$ cat config.mk
export PLATFORM = sky130hd
export DESIGN_NAME = cdb_broadcaster
export DESIGN_NICKNAME = d
export VERILOG_FILES = /design/src/rtl/cdb_broadcaster.sv
export SDC_FILE = /design/constraint.sdc
export NUM_CORES = 1
export LEC_CHECK = 0
export CAP_MARGIN = 20
export CORE_MARGIN = 5
export CORE_UTILIZATION = 50
export CTS_BUF_LIST = sky130_fd_sc_hd__clkbuf_2
export DETAILED_ROUTE_END_ITERATION = 8
export PLACE_DENSITY = 0.77
export REMOVE_ABC_BUFFERS = 1
export SLEW_MARGIN = 20
export SYNTH_ARGS = -nofsm -noshare
export SYNTH_HDL_FRONTEND = slang
export SYNTH_SLANG_ARGS = --single-unit
$ cat constraint.sdc
create_clock -name clock -period 4.1 [get_ports clock]
set_clock_uncertainty 0.1 [all_clocks]
set_input_delay 1.025 -clock clock [delete_from_list [all_inputs] [get_ports clock]]
set_output_delay 1.025 -clock clock [all_outputs]
set_load 0.01 [all_outputs]
$ cat src/rtl/cdb_broadcaster.sv
// Producer end of the common data bus: per-unit 2-entry result FIFOs, a round-robin
// arbiter over their heads, and one registered broadcast packet per cycle.
module cdb_broadcaster #(
   parameter int  NUM_FU  = 4,
   parameter int  XLEN    = 32,
   parameter int  ROB_LEN = 32,
   localparam int TAG_W   = $clog2(ROB_LEN),
   localparam int IDX_W   = $clog2(NUM_FU)
) (
   input  logic                    clock,
   input  logic                    reset,
   input  logic                    squash,
   input  logic [NUM_FU-1:0]       fu_valid,
   output logic [NUM_FU-1:0]       fu_ready,
   input  logic [NUM_FU*TAG_W-1:0] fu_tag,
   input  logic [NUM_FU*XLEN-1:0]  fu_value,
   input  logic [NUM_FU-1:0]       fu_wb_en,
   input  logic [NUM_FU-1:0]       fu_mispredict,
   output logic                    cdb_no_output,
   output logic [TAG_W-1:0]        cdb_tag,
   output logic                    cdb_tag_valid,
   output logic [XLEN-1:0]         cdb_value,
   output logic                    cdb_correct_predict,
   output logic [IDX_W-1:0]        cdb_grant
);

   logic [1:0]        cnt_q    [NUM_FU];
   logic [1:0]        cnt_d    [NUM_FU];
   logic [NUM_FU-1:0] wr_ptr_q, wr_ptr_d;
   logic [NUM_FU-1:0] rd_ptr_q, rd_ptr_d;
   logic [IDX_W-1:0]  rr_ptr_q, rr_ptr_d;

   logic [TAG_W-1:0]  tag_mem_q [NUM_FU][2];
   logic [TAG_W-1:0]  tag_mem_d [NUM_FU][2];
   logic [XLEN-1:0]   val_mem_q [NUM_FU][2];
   logic [XLEN-1:0]   val_mem_d [NUM_FU][2];
   logic              wb_mem_q  [NUM_FU][2];
   logic              wb_mem_d  [NUM_FU][2];
   logic              mp_mem_q  [NUM_FU][2];
   logic              mp_mem_d  [NUM_FU][2];

   logic              no_output_q, no_output_d;
   logic [TAG_W-1:0]  tag_q, tag_d;
   logic              tag_valid_q, tag_valid_d;
   logic [XLEN-1:0]   value_q, value_d;
   logic              correct_predict_q, correct_predict_d;
   logic [IDX_W-1:0]  grant_q, grant_d;

   logic [NUM_FU-1:0] push, pop;
   logic              found;
   logic [IDX_W-1:0]  win, cand;

   // First non-empty FIFO scanning upward from rr_ptr; index arithmetic wraps at NUM_FU.
   always_comb begin : arbiter
      found = 1'b0;
      win   = '0;
      cand  = '0;
      for (int off = 0; off < NUM_FU; off++) begin
         cand = rr_ptr_q + IDX_W'(off);
         if (!found && (cnt_q[cand] != 2'd0)) begin
            found = 1'b1;
            win   = cand;
         end
      end
   end

   always_comb begin : handshake
      fu_ready = '0;
      push     = '0;
      pop      = '0;
      for (int i = 0; i < NUM_FU; i++) begin
         fu_ready[i] = (cnt_q[i] < 2'd2);
         push[i]     = fu_valid[i] && fu_ready[i] && !squash;
         pop[i]      = found && (win == IDX_W'(i)) && !squash;
      end
   end

   always_comb begin : fifo_next
      tag_mem_d = tag_mem_q;
      val_mem_d = val_mem_q;
      wb_mem_d  = wb_mem_q;
      mp_mem_d  = mp_mem_q;
      wr_ptr_d  = wr_ptr_q;
      rd_ptr_d  = rd_ptr_q;
      for (int i = 0; i < NUM_FU; i++) begin
         cnt_d[i] = cnt_q[i];
         if (squash) begin
            cnt_d[i]    = 2'd0;
            wr_ptr_d[i] = 1'b0;
            rd_ptr_d[i] = 1'b0;
         end else begin
            if (push[i]) begin
               tag_mem_d[i][wr_ptr_q[i]] = fu_tag[i*TAG_W +: TAG_W];
               val_mem_d[i][wr_ptr_q[i]] = fu_value[i*XLEN +: XLEN];
               wb_mem_d[i][wr_ptr_q[i]]  = fu_wb_en[i];
               mp_mem_d[i][wr_ptr_q[i]]  = fu_mispredict[i];
               wr_ptr_d[i]               = ~wr_ptr_q[i];
            end
            if (pop[i]) begin
               rd_ptr_d[i] = ~rd_ptr_q[i];
            end
            case ({push[i], pop[i]})
               2'b10:   cnt_d[i] = cnt_q[i] + 2'd1;
               2'b01:   cnt_d[i] = cnt_q[i] - 2'd1;
               default: cnt_d[i] = cnt_q[i];
            endcase
         end
      end
   end

   always_comb begin : out_next
      no_output_d       = 1'b1;
      tag_d             = '0;
      tag_valid_d       = 1'b0;
      value_d           = '0;
      correct_predict_d = 1'b1;
      grant_d           = '0;
      rr_ptr_d          = rr_ptr_q;
      if (squash) begin
         rr_ptr_d = '0;
      end else if (found) begin
         no_output_d       = 1'b0;
         tag_d             = tag_mem_q[win][rd_ptr_q[win]];
         tag_valid_d       = wb_mem_q[win][rd_ptr_q[win]];
         value_d           = val_mem_q[win][rd_ptr_q[win]];
         correct_predict_d = !mp_mem_q[win][rd_ptr_q[win]];
         grant_d           = win;
         rr_ptr_d          = win + IDX_W'(1);
      end
   end

   // Control and broadcast register: reset forces the idle packet asynchronously.
   always_ff @(posedge clock or posedge reset) begin
      if (reset) begin
         for (int i = 0; i < NUM_FU; i++) begin
            cnt_q[i] <= 2'd0;
         end
         wr_ptr_q          <= '0;
         rd_ptr_q          <= '0;
         rr_ptr_q          <= '0;
         no_output_q       <= 1'b1;
         tag_q             <= '0;
         tag_valid_q       <= 1'b0;
         value_q           <= '0;
         correct_predict_q <= 1'b1;
         grant_q           <= '0;
      end else begin
         cnt_q             <= cnt_d;
         wr_ptr_q          <= wr_ptr_d;
         rd_ptr_q          <= rd_ptr_d;
         rr_ptr_q          <= rr_ptr_d;
         no_output_q       <= no_output_d;
         tag_q             <= tag_d;
         tag_valid_q       <= tag_valid_d;
         value_q           <= value_d;
         correct_predict_q <= correct_predict_d;
         grant_q           <= grant_d;
      end
   end

   // FIFO payload storage is only ever read under a non-zero count, so it needs no reset.
   always_ff @(posedge clock) begin
      tag_mem_q <= tag_mem_d;
      val_mem_q <= val_mem_d;
      wb_mem_q  <= wb_mem_d;
      mp_mem_q  <= mp_mem_d;
   end

   assign cdb_no_output       = no_output_q;
   assign cdb_tag             = tag_q;
   assign cdb_tag_valid       = tag_valid_q;
   assign cdb_value           = value_q;
   assign cdb_correct_predict = correct_predict_q;
   assign cdb_grant           = grant_q;

endmodule

==> key figures <==
Clock network
  – CTS tree: built
  – Total CTS buffers: 91
  – Hold Buf Count CTS: 0
  – Clock-pin slew on the worst setup and hold paths: 0.10 ns
  – Clock Path Buffers: 3
  – CTS Sinks: 372
  – Post_cts resized: 0
  – H-tree lvl count: 3
  – Skew-Pair Late Insertion Delay: 0.86 ns
  – Root buf cell: clkbuf_2
  – Post CTS Setup Buffer Count: 0

Route
  – Residual DRC: 0
  – Drt wl/cell: roughly 21 um
  – Router iterations before antenna repair: 5
  – Vias per inst: around 5.1
  – Initial DRC count: between 400 and 500
  – Vias: 7,853
  – Detailed Route WL: roughly 32,000 um
  – Antenna viol nets, final: 0

Finish
  – Util after Layout: roughly three fifths
  – Final #Nets: 1,230
  – Share of layout cells above drive strength 1: a little under a quarter
  – Non-Filler Instances: approximately 1,500
  – Fillers: 2,185
  – Area delta synth->final: 23.23%

Logic synthesis
  – Cell Area, Synth: 14,810 um^2
  – Top cell type's share of synthesized area: a little over three fifths
  – Avg Cell Area, Syn: approximately 19 um^2
  – Post-synth top cells: edfxtp_1 (312), mux2i_1 (159), dfrtp_1 (58), mux2_4 (38), o22ai_2 (38)
  – Syn Inst Count: 789
  – Share of async-settable or async-resettable flops after synthesis: between 10% and 20%
  – Yosys warns: 0
  – Top cells by area, synth: edfxtp_1 (63%), mux2i_1 (11%), dfrtp_1 (9.8%)
  – Synth unique cells: between 40 and 50
  – Flops & latches, synth: between 300 and 400
  – Top cell type by total area after synthesis: edfxtp_1
  – Top FF cell, synth: edfxtp_1
  – Most common cell in the netlist: edfxtp_1
  – Register area share after synthesis: between 70% and 80%
  – Number of flops mapped to enable cells by yosys: between 300 and 400

Worst hold path
  – Worst Hold Launch: mp_mem_q[7]$_DFFE_PP_
  – Hold depth: 3
  – Hold Path Class: reg2reg
  – Hold EP: cdb_correct_predict$_DFF_PP1_

STA
  – Endpoints failing hold: 0
  – F_max: ~320 MHz
  – Fin. max-slew vios: 0
  – Worst hold slack: a little under 0.5 ns
  – Slew @ Worst Pin: 0.9590 ns
  – Tmin final: around 3 ns
  – Final Worst Setup Slack: roughly 1 ns
  – Slew headroom: a little over a third
  – Setup TNS: 0 ns
  – Setup violations, final: 0
  – Period utilization: about three quarters
  – RSZ-0062 raised after global routing: no

Place
  – Port buffer count: around 210
  – GPL Wtd Cong: about 0.74
  – Cell total after placement: between 1,000 and 1,500
  – Hpwl dp: around 21,000 um
  – Place WS: about 0.8 ns

GRT
  – Largest net degree at the start of global routing: 55
  – First-pass GRT wire length: about 48,000 um
  – GRT overflow: 0
  – Initial antenna violation count: 1
  – Gr usage total: 18.88%
  – Vias in the first global route: around 8,500

Worst setup path
  – Worst EP required: 2.97 ns
  – Cell count of the worst reg-to-reg path: 7
  – Slowest-stage cell, CP: clkdlybuf4s50_1
  – Crit path max fanout: 8
  – Cells along the critical path: inv_1 > clkdlybuf4s50_1
  – Setup CP Type: reg2out
  – CP max stage delay: about 0.53 ns
  – Reg2reg end: cnt_q[1]$_DFFE_PP0P_
  – Critical path arrival: a little under 2 ns
  – Reg2reg setup slack: approximately 1.4 ns
  – Reg2reg start: cnt_q[5]$_DFFE_PP0P_
  – Crit path launch type: flip-flop
  – Crit. End Element: primary output

Floorplanning
  – Row count: 63
  – Die width: between 150 and 200 um
  – Die Y: 182.1 um
  – Core area: about 29,000 um^2
  – Die area: ~33,000 um^2
  – Initial Utilization: 50.23%
  – Top-Level Pins: 209

Power and ir drop
  – Power per cell area: 626.1 nW/um^2
  – Peak supply drop: roughly 0.52 mV
  – Lkg Pwr: approximately 6.5 nW

Run
  – Max-cap violations: 0

Status
  – Status: complete, no violations
==> where the power goes <==
part | switching, mW | leakage, nW | internal (mW)
Combinational | 1.87 | 2.19 | 2.00
Sequential | 0.386 | 3.64 | 4.63
Clock | 1.41 | 0.696 | 1.13
==> stage by stage <==
step	area, um^2	total power [mW]
finish	18250	11.43
global route	18250	12.03
CTS	18240	11.57
detailed placement	17350	9.010
global placement	17350	8.892
floorplan	14580	7.915
==> cell usage in the layout, fill, tap and decap left out, types with 12 or more instances in the layout <==
master / n
clkbuf_2: 149
mux2i_1: 159
xnor2_1: 12
edfxtp_1: 312
nand2_1: 13
mux2_4: 38
o22ai_2: 38
dfrtp_1: 54
nor2_1: 20
mux2_1: 37
clkdlybuf4s50_1: 208
==> worst max-delay path, delay by kind of cell, from the launching register on <==
| kind | cells | cell delay, ns |
|---|---|---|
| flops | 1 | 0.49 |
| buf+inv | 2 | 0.61 |
==> area by class of cell <==
cell class / count / area, um^2 / area share, %
sequential: 372 / 10890 / 59.65
clock inverter: 17 / 145.1 / 0.7953
clock buffer: 149 / 745.7 / 4.086
timing repair buffer: 221 / 2230 / 12.22
inverter: 9 / 36.28 / 0.1988
tap: 390 / 488.0 / 2.674
antenna: 2 / 5.005 / 0.02742
multi-input combinational: 368 / 3715 / 20.36
==> metal layers <==
layer / vias up / GRT usage, % / wire [um]
met1: 3843 / 24.15 / 13010
met3: 51 / 5.561 / 2219
met2: 307 / 31.23 / 15810
met4: 0 / 6.214 / 686
li1: 3652 / - / -
met5: - / 0 / 0
==> flip-flops by register name, indices dropped and copies added (netlist names) <==
register,count
rd_ptr_q,4
tag_mem_q,40
cdb_correct_predict,1
rr_ptr_q,2
wr_ptr_q,4
wb_mem_q,8
val_mem_q,256
cdb_no_output,1
cdb_tag_valid,1
cdb_value,32
cnt_q,8
cdb_grant,2
cdb_tag,5
mp_mem_q,8
==> logic make-up after synthesis <==
family | count (synthesis) | share of synthesized area (%)
adders and majority gates | 4 | 0.3380
xor gates and xnor gates | 16 | 0.9462
muxes | 235 | 17.49
DFF | 372 | 73.42
buffers and inverters | 49 | 1.808
AOI/OAI and AO/OA | 52 | 3.802
and+or+nand+nor | 61 | 2.197
==> worst max-delay path by stage <==
stage                         startpoint                            end  slack [ns]  cells past startpoint
finish              cnt_q[7]$_DFFE_PP0P_                    fu_ready[0]        1.02                      2
global placement                  squash  cdb_correct_predict$_DFF_PP1_        0.83                      5
detailed placement                squash  cdb_correct_predict$_DFF_PP1_        0.80                      5
CTS                 cnt_q[7]$_DFFE_PP0P_                    fu_ready[0]        0.93                      2
global route        cnt_q[7]$_DFFE_PP0P_                    fu_ready[0]        0.86                      2
floorplan                    fu_valid[3]          mp_mem_q[1]$_DFFE_PP_       -0.70                      2
Note: power is estimated with default switching activity, not from simulation.
